<file path="config.mk">
export PLATFORM = sky130hd
export DESIGN_NAME = dead_pix_loader_flat
export DESIGN_NICKNAME = d
export VERILOG_FILES = /design/src/rtl/dead_pix_loader_if.sv /design/src/rtl/dead_pix_loader.sv /design/src/flat_wrapper.sv
export SDC_FILE = /design/constraint.sdc
export NUM_CORES = 1
export LEC_CHECK = 0
export CAP_MARGIN = 30
export CORE_UTILIZATION = 65
export CTS_BUF_LIST = sky130_fd_sc_hd__clkbuf_2
export CTS_CLUSTER_DIAMETER = 40
export DETAILED_ROUTE_END_ITERATION = 8
export DONT_BUFFER_PORTS = 1
export GPL_ROUTABILITY_DRIVEN = 0
export HOLD_SLACK_MARGIN = 0.08
export PLACE_DENSITY = 0.81
export SETUP_SLACK_MARGIN = 0.5
export SYNTH_ARGS = -nofsm -noshare
export SYNTH_HDL_FRONTEND = slang
export SYNTH_SLANG_ARGS = --single-unit
</file>
<file path="constraint.sdc">
create_clock -name clk -period 2.1 [get_ports clk]
set_input_delay 0.42 -clock clk [delete_from_list [all_inputs] [get_ports clk]]
set_output_delay 0.42 -clock clk [all_outputs]
set_load 0.005 [all_outputs]
</file>
<file path="src/rtl/dead_pix_loader_if.sv">
// Bus bundle between the dead-pixel loader, the calibration EEPROM reader and the compare-block table.
// Carries the req/ack EEPROM read port and the WR/Number/x_in/y_in table write port.
// master = loader side; slave = EEPROM reader plus compare block side.
interface dead_pix_loader_if;
  logic        ee_req;
  logic [9:0]  ee_addr;
  logic        ee_ack;
  logic [15:0] ee_data;
  logic        WR;
  logic [4:0]  Number;
  logic [6:0]  x_in;
  logic [5:0]  y_in;

  modport master (
    output ee_req, ee_addr, WR, Number, x_in, y_in,
    input  ee_ack, ee_data
  );

  modport slave (
    input  ee_req, ee_addr, WR, Number, x_in, y_in,
    output ee_ack, ee_data
  );
endinterface

</file>
<file path="src/rtl/dead_pix_loader.sv">
// Loads the dead-pixel table from EEPROM into the compare block, then fills unused slots with a sentinel.
// Latency: one EEPROM request per entry, one write cycle per valid entry, one write per unused slot.
// Backpressure: waits on ee_ack up to TIMEOUT cycles per request, then abandons the read and fills.
module dead_pix_loader #(
  parameter int         MAX_DEAD = 24,
  parameter logic [9:0] EE_BASE  = 10'h3C0,
  parameter int         X_MAX    = 79,
  parameter int         Y_MAX    = 59,
  parameter int         TIMEOUT  = 255,
  parameter logic [6:0] SENT_X   = 7'd127
) (
  input  logic               clk,
  input  logic               rst_n,
  input  logic               start,
  dead_pix_loader_if.master  bus,
  output logic               busy,
  output logic               done,
  output logic [4:0]         valid_cnt,
  output logic               err
);

  localparam logic [4:0] MAX_SLOT = 5'(MAX_DEAD);
  localparam logic [7:0] TO_LAST  = 8'(TIMEOUT - 1);

  typedef enum logic [2:0] {IDLE, RD_CNT, RD_ENT, WRITE, NEXT, FILL, DONE} state_t;

  state_t     state_q, state_d;
  logic [4:0] slot_q, i_q, n_q;
  logic [7:0] wait_q;
  logic [6:0] ent_x, x_h;
  logic [5:0] ent_y, y_h;
  logic [4:0] num_h;
  logic       wr;
  logic       ack_ok;
  logic       timed_out;
  logic       ent_ok;
  logic [4:0] cnt_raw;

  // Reserved entry bits are deliberately ignored.
  logic unused_rsvd;
  assign unused_rsvd = ^bus.ee_data[15:13];

  // An ack only counts while a request is outstanding.
  assign ack_ok    = bus.ee_req && bus.ee_ack;
  assign timed_out = bus.ee_req && !bus.ee_ack && (wait_q == TO_LAST);
  assign ent_ok    = (bus.ee_data[6:0] <= 7'(X_MAX)) && (bus.ee_data[12:7] <= 6'(Y_MAX));
  assign cnt_raw   = bus.ee_data[4:0];

  // State register.
  always_ff @(posedge clk or negedge rst_n) begin
    if (!rst_n) state_q <= IDLE;
    else        state_q <= state_d;
  end

  // Next-state and write-strobe decode.
  always_comb begin
    state_d = state_q;
    wr      = 1'b0;
    case (state_q)
      IDLE:   if (start) state_d = RD_CNT;
      // A non-zero count goes through NEXT so the request line idles one cycle between reads.
      RD_CNT: if (ack_ok) state_d = (cnt_raw != 5'd0) ? NEXT : FILL;
              else if (timed_out) state_d = FILL;
      RD_ENT: if (ack_ok) state_d = ent_ok ? WRITE : NEXT;
              else if (timed_out) state_d = FILL;
      WRITE: begin
        wr      = 1'b1;
        state_d = NEXT;
      end
      NEXT:   state_d = ((i_q < n_q) && (slot_q < MAX_SLOT)) ? RD_ENT : FILL;
      FILL: begin
        wr = (slot_q < MAX_SLOT);
        if (slot_q >= MAX_SLOT - 5'd1) state_d = DONE;
      end
      DONE:   state_d = IDLE;
      default: state_d = IDLE;
    endcase
  end

  // Datapath: counters, captured words, sticky error and held write-port values.
  always_ff @(posedge clk or negedge rst_n) begin
    if (!rst_n) begin
      slot_q    <= '0;
      i_q       <= '0;
      n_q       <= '0;
      wait_q    <= '0;
      ent_x     <= '0;
      ent_y     <= '0;
      x_h       <= '0;
      y_h       <= '0;
      num_h     <= '0;
      valid_cnt <= '0;
      err       <= 1'b0;
    end else begin
      // The wait counter runs only while a request is outstanding, so every new request starts at zero.
      if (bus.ee_req) wait_q <= wait_q + 8'd1;
      else            wait_q <= '0;
      if (timed_out) err <= 1'b1;
      case (state_q)
        IDLE: if (start) begin
          err       <= 1'b0;
          valid_cnt <= '0;
          slot_q    <= '0;
          i_q       <= '0;
          n_q       <= '0;
        end
        RD_CNT: if (ack_ok) begin
          n_q <= (cnt_raw > MAX_SLOT) ? MAX_SLOT : cnt_raw;
          if (cnt_raw > MAX_SLOT) err <= 1'b1;
        end
        RD_ENT: if (ack_ok) begin
          i_q   <= i_q + 5'd1;
          ent_x <= bus.ee_data[6:0];
          ent_y <= bus.ee_data[12:7];
          if (!ent_ok) err <= 1'b1;
        end
        WRITE: begin
          slot_q    <= slot_q + 5'd1;
          valid_cnt <= valid_cnt + 5'd1;
          num_h     <= slot_q;
          x_h       <= ent_x;
          y_h       <= ent_y;
        end
        FILL: if (wr) begin
          slot_q <= slot_q + 5'd1;
          num_h  <= slot_q;
          x_h    <= SENT_X;
          y_h    <= 6'd0;
        end
        default: ;
      endcase
    end
  end

  assign bus.ee_req  = (state_q == RD_CNT) || (state_q == RD_ENT);
  assign bus.ee_addr = (state_q == RD_ENT) ? (EE_BASE + 10'd1 + {5'd0, i_q}) : EE_BASE;
  assign bus.WR      = wr;
  // Outside a write cycle the port shows the last written values.
  assign bus.Number  = wr ? slot_q : num_h;
  assign bus.x_in    = (state_q == WRITE) ? ent_x : (wr ? SENT_X : x_h);
  assign bus.y_in    = (state_q == WRITE) ? ent_y : (wr ? 6'd0 : y_h);
  assign busy        = (state_q != IDLE) && (state_q != DONE);
  assign done        = (state_q == DONE);

endmodule

</file>
<file path="src/flat_wrapper.sv">
// flat-port wrapper written by rule: the top's interface ports become plain ports
module dead_pix_loader_flat 
#(
  parameter int         MAX_DEAD = 24,
  parameter logic [9:0] EE_BASE  = 10'h3C0,
  parameter int         X_MAX    = 79,
  parameter int         Y_MAX    = 59,
  parameter int         TIMEOUT  = 255,
  parameter logic [6:0] SENT_X   = 7'd127
)
  (clk, rst_n, start, busy, done, valid_cnt, err, bus_ee_req, bus_ee_addr, bus_WR, bus_Number, bus_x_in, bus_y_in, bus_ee_ack, bus_ee_data);
  dead_pix_loader_if bus_i ();
  input  logic clk;
  input  logic rst_n;
  input  logic start;
  output logic busy;
  output logic done;
  output logic [4:0] valid_cnt;
  output logic err;
  output wire logic [$bits(bus_i.ee_req)-1:0] bus_ee_req;
  output wire logic [$bits(bus_i.ee_addr)-1:0] bus_ee_addr;
  output wire logic [$bits(bus_i.WR)-1:0] bus_WR;
  output wire logic [$bits(bus_i.Number)-1:0] bus_Number;
  output wire logic [$bits(bus_i.x_in)-1:0] bus_x_in;
  output wire logic [$bits(bus_i.y_in)-1:0] bus_y_in;
  input wire logic [$bits(bus_i.ee_ack)-1:0] bus_ee_ack;
  input wire logic [$bits(bus_i.ee_data)-1:0] bus_ee_data;
  assign bus_ee_req = bus_i.ee_req;
  assign bus_ee_addr = bus_i.ee_addr;
  assign bus_WR = bus_i.WR;
  assign bus_Number = bus_i.Number;
  assign bus_x_in = bus_i.x_in;
  assign bus_y_in = bus_i.y_in;
  assign bus_i.ee_ack = bus_ee_ack;
  assign bus_i.ee_data = bus_ee_data;
  dead_pix_loader #(.MAX_DEAD(MAX_DEAD), .EE_BASE(EE_BASE), .X_MAX(X_MAX), .Y_MAX(Y_MAX), .TIMEOUT(TIMEOUT), .SENT_X(SENT_X)) u_core (.clk(clk), .rst_n(rst_n), .start(start), .bus(bus_i), .busy(busy), .done(done), .valid_cnt(valid_cnt), .err(err));
endmodule
</file>
==> reports/results.md <==
| Group | Quantity | Value |
| --- | --- | --- |
| floorplanning | Number of top-level pins | 58 |
| drt | Number of remaining DRC errors | 0 |
| logic synthesis | Post-Synth Adder-Cell Area | 3.44% |
| finish | Layout overhead on the synthesized area | 31.2% |
| critical path | Type of element capturing the critical path | output pin |
| global routing | Antenna violations before repair | 0 |
| logic synthesis | Dominant register cell in the synthesized netlist | dfrtp_1 |
| clocking | Clock tree from TritonCTS | yes |
| logic synthesis | Number of distinct library cell variants in the gate-level netlist after synthesis | 47 |
| place | I/O Buffers | 0 |
| logic synthesis | Synthesized-area fraction occupied by and/or/nand/nor cells | 15.7% |
| sta | Setup WS post-layout | -0.192 ns |
| floorplanning | Starting utilization of the core area | 68.3% |
| finish | Most used cells in the layout excluding fill and tap cells | dfrtp_1, buf_4, nand2_1 |
| floorplanning | Core Box Area | 4790 µm² |
| place | Placed Instances | 359 |
| sta | Fin Hold WS | -0.468 ns |
| global routing | Global-route congestion overflow total | 0 |
| clocking | Source-to-sink clock delay at the later pin of the worst-skew pair | 0.54 ns |
| pwr | Leakage power total | 1.93 nW |
| critical path | Kind of critical path | flop to output pin |
| drt | Violation count after the first detailed-route iteration | 343 |
| sta | Post-route minimum period | 2.29 ns |
| job | MaxCap Viol Count | 0 |
| logic synthesis | Parity-gate share of the synthesized area counting xor and xnor cells | 3.48% |
| status | Violations in the final reports | hold timing, setup timing |
| finish | Number of nets in the finished design | 389 |
| clocking | Clock Sink Count | 63 |
| finish | Fill count | 194 |
| clocking | Root buffer cell | clkbuf_2 |
| status | Run status | finished, violations left |
| drt | Wire per inst | 24.3 µm |
| sta | Final Hold Vio Count | 63 |
| sta | Pin slew with the least headroom to its limit | 0.542 ns |
| clocking | Number of CTS-inserted buffers | 9 |
| finish | Ant. Diodes | 0 |
| clocking | Clock Tree Buf Depth | 2 |
| drt | Via count normalized by instance count | 6.74 |
| hold path | Path class of the lowest-slack min-delay path | primary input to asynchronous set/reset pin |
| logic synthesis | Mean post-synth cell area | 11.0 µm² |
| clocking | Count of H-tree levels built during CTS | 3 |
| logic synthesis | Compound-gate portion of the synthesized area | 16.1% |
| drt | Routed wire length | 10.5 mm |
| sta | Fin crit share | 109% |
| floorplanning | Standard-cell rows | 25 |
| global routing | Global-route wire length before repair | 13.2 mm |
| global routing | Total global routing track utilization | 34.0% |
| sta | Total of endpoints with negative setup slack in the final report | 19 |
| logic synthesis | Number of flops mapped to enable cells by yosys | 0 |
| drt | Number of search-and-repair iterations in the first detailed-routing pass | 5 |
| pwr | Total power divided by cell area | 1350 nW/µm² |
| logic synthesis | Sequential cell area fraction in the yosys report | 48.2% |
| drt | DRT antenna net count | 0 |
| floorplanning | Die outline area | 5320 µm² |
| logic synthesis | Yosys top cell area share | 48.2% |
| floorplanning | Die Ht | 72.9 µm |
| logic synthesis | Instance count of the mapped netlist | 298 |
| finish | Share of cells above drive strength 1 | 37.6% |
| drt | Via total after detailed routing | 2906 |
| sta | Number of pins exceeding their max-slew limit in the final report | 0 |
| sta | Worst Skew | 0.0391 ns |
| logic synthesis | Share of cell area taken by muxes after synthesis | 7.92% |
| finish | Post-route core utilization | 89.7% |
| logic synthesis | Most area-hungry cell type in the Yosys netlist | dfrtp_1 |
| place | HPWL after detailed placement | 4.31 mm |
| pwr | Largest vdd supply drop | 832 µV |
| global routing | Vias in the first global route | 2609 |
| logic synthesis | Post-synthesis instance area | 3270 µm² |
| logic synthesis | Combinational family with the most area after synthesis | compound AO/OA/AOI/OAI gates |
| finish | Final standard cell count with taps included and fillers excluded | 431 |
| sta | Upper clock frequency limit | 0.436 GHz |
| critical path | Startpoint type of the worst setup path | flop |
| sta | Max-slew headroom | 63.5% |
| sta | Unrepaired setup endpoints after global routing | true |
| critical path | Critical path data arrival time | 1.87 ns |
| critical path | Maximum fanout encountered on the critical timing path | 9 |
| floorplanning | Die Width | 72.9 µm |
| logic synthesis | Async set-or-reset flop fraction in the synthesized netlist | 100% |
| logic synthesis | Flops & latches, synth | 63 |
| finish | Most common cell after layout, fill and taps aside | dfrtp_1 |
| critical path | Critical path required time | 1.68 ns |
| logic synthesis | Count of warnings emitted by yosys | 0 |
| logic synthesis | Area contributors post-synth | dfrtp_1, mux2_4, o22a_1 |
| global routing | Largest net degree at the start of global routing | 64 |
| clocking | Clock input transition at the sequential cells of the worst setup and hold paths | 0.21 ns |
[critical path, stage by stage, from the launching register on]
cell	delay [ns]
dfrtp_2	0.50
nand2_1	0.18
a21o_4	0.19
nand2_8	0.08
buf_12	0.15
a22o_4	0.25
[Yosys cell counts, types with 3 or more instances]
cell type and count:
a21oi_1 5, a22o_1 16, and3_1 3, buf_2 5, buf_4 5, buf_6 3, clkbuf_1 3, dfrtp_1 63
ha_1 9, inv_1 9, mux2_2 3, mux2_4 15, nand2_1 28, nand2b_1 4, nand3_1 13, nand4_1 4
nor2_1 21, nor3_1 4, o21ai_0 19, o22a_1 18, o31ai_1 3, or3_1 3, xor2_1 11
[cell families (layout without fill, tap and decap cells)]
logic type,count (synthesis),in the layout
AO/OA/AOI/OAI,72,72
other,1,4
AND/OR/NAND/NOR,95,95
buffers and inverters,27,90
XOR/XNOR,13,13
multiplexers,18,18
flip-flops,63,63
adder cells (fa/ha/maj),9,9
[state kept, by name, summed over array words and instances, names as in the netlist]
name              count
u_core.state_q        3
u_core.wait_q         8
u_core.ent_x          7
u_core.slot_q         5
u_core.y_h            6
u_core.ent_y          6
u_core.n_q            5
u_core.err            1
u_core.x_h            7
u_core.num_h          5
u_core.valid_cnt      5
u_core.i_q            5
[stage by stage]
stage          worst slack [ns]  setup TNS (ns)  instance area [µm²]  hold WS, ns  power [mW]
6_report                 -0.192           -2.73                 4290       -0.468        5.81
5_1_grt                  -0.252           -3.76                 4290       -0.481        6.00
4_1_cts                 -0.0780          -0.969                 4010       -0.399        5.07
3_5_place_dp              0.293               0                 3300        0.126        3.70
3_3_place_gp              0.306               0                 3300        0.126        3.62
2_1_floorplan             0.353               0                 3300        0.124        3.37
[per-layer routing]
metal  track usage (%)  wire [µm]  up-vias
li1                  -          -     1195
met1              42.2       3880     1436
met2              54.8       5130      216
met3              7.73        904       59
met4              19.6        554        0
met5                 0          0        -
[cell type report]
cell class | count | area, µm² | area share (%)
clock buffer | 10 | 50.0 | 1.17
clock inverter | 5 | 50.0 | 1.17
inverter | 10 | 55.1 | 1.28
multi-input combinational | 211 | 1820 | 42.3
sequential | 63 | 1580 | 36.9
tap | 67 | 83.8 | 1.95
timing repair buffer | 64 | 646 | 15.0
timing repair inverter | 1 | 8.76 | 0.204
[path summary, 6_finish.rpt]
check | start | to | slack, ns | cells after the start
worst max register to register | u_core.i_q[2] | u_core.state_q[2] | 0.11 | 7
min in group clk | bus_ee_ack | u_core.err | 0.10 | 2
worst min-delay path | rst_n | u_core.ent_x[0] | -0.47 | 0
max in group asynchronous | rst_n | u_core.state_q[2] | 2.42 | 0
worst max-delay path | u_core.slot_q[3] | bus_y_in[1] | -0.19 | 5
worst min register to register | u_core.num_h[2] | u_core.num_h[2] | 0.52 | 2
[report_power, final]
| part | leakage (nW) | internal [mW] | switching [mW] |
|---|---|---|---|
| combinational | 1.06 | 1.54 | 1.51 |
| clock | 0.0713 | 0.266 | 0.461 |
| sequential | 0.798 | 1.61 | 0.413 |
| total | 1.93 | 3.42 | 2.38 |
[what timing repair did]
item,in CTS,in global routing
resized for setup,54,41
hold buffers,11,3
setup endpoints to repair,55,61
endpoints found under the hold margin,76,67
buffers inserted,31,11
gates cloned,1,0
pin swaps,22,23
Note: power is estimated with default switching activity, not from simulation.
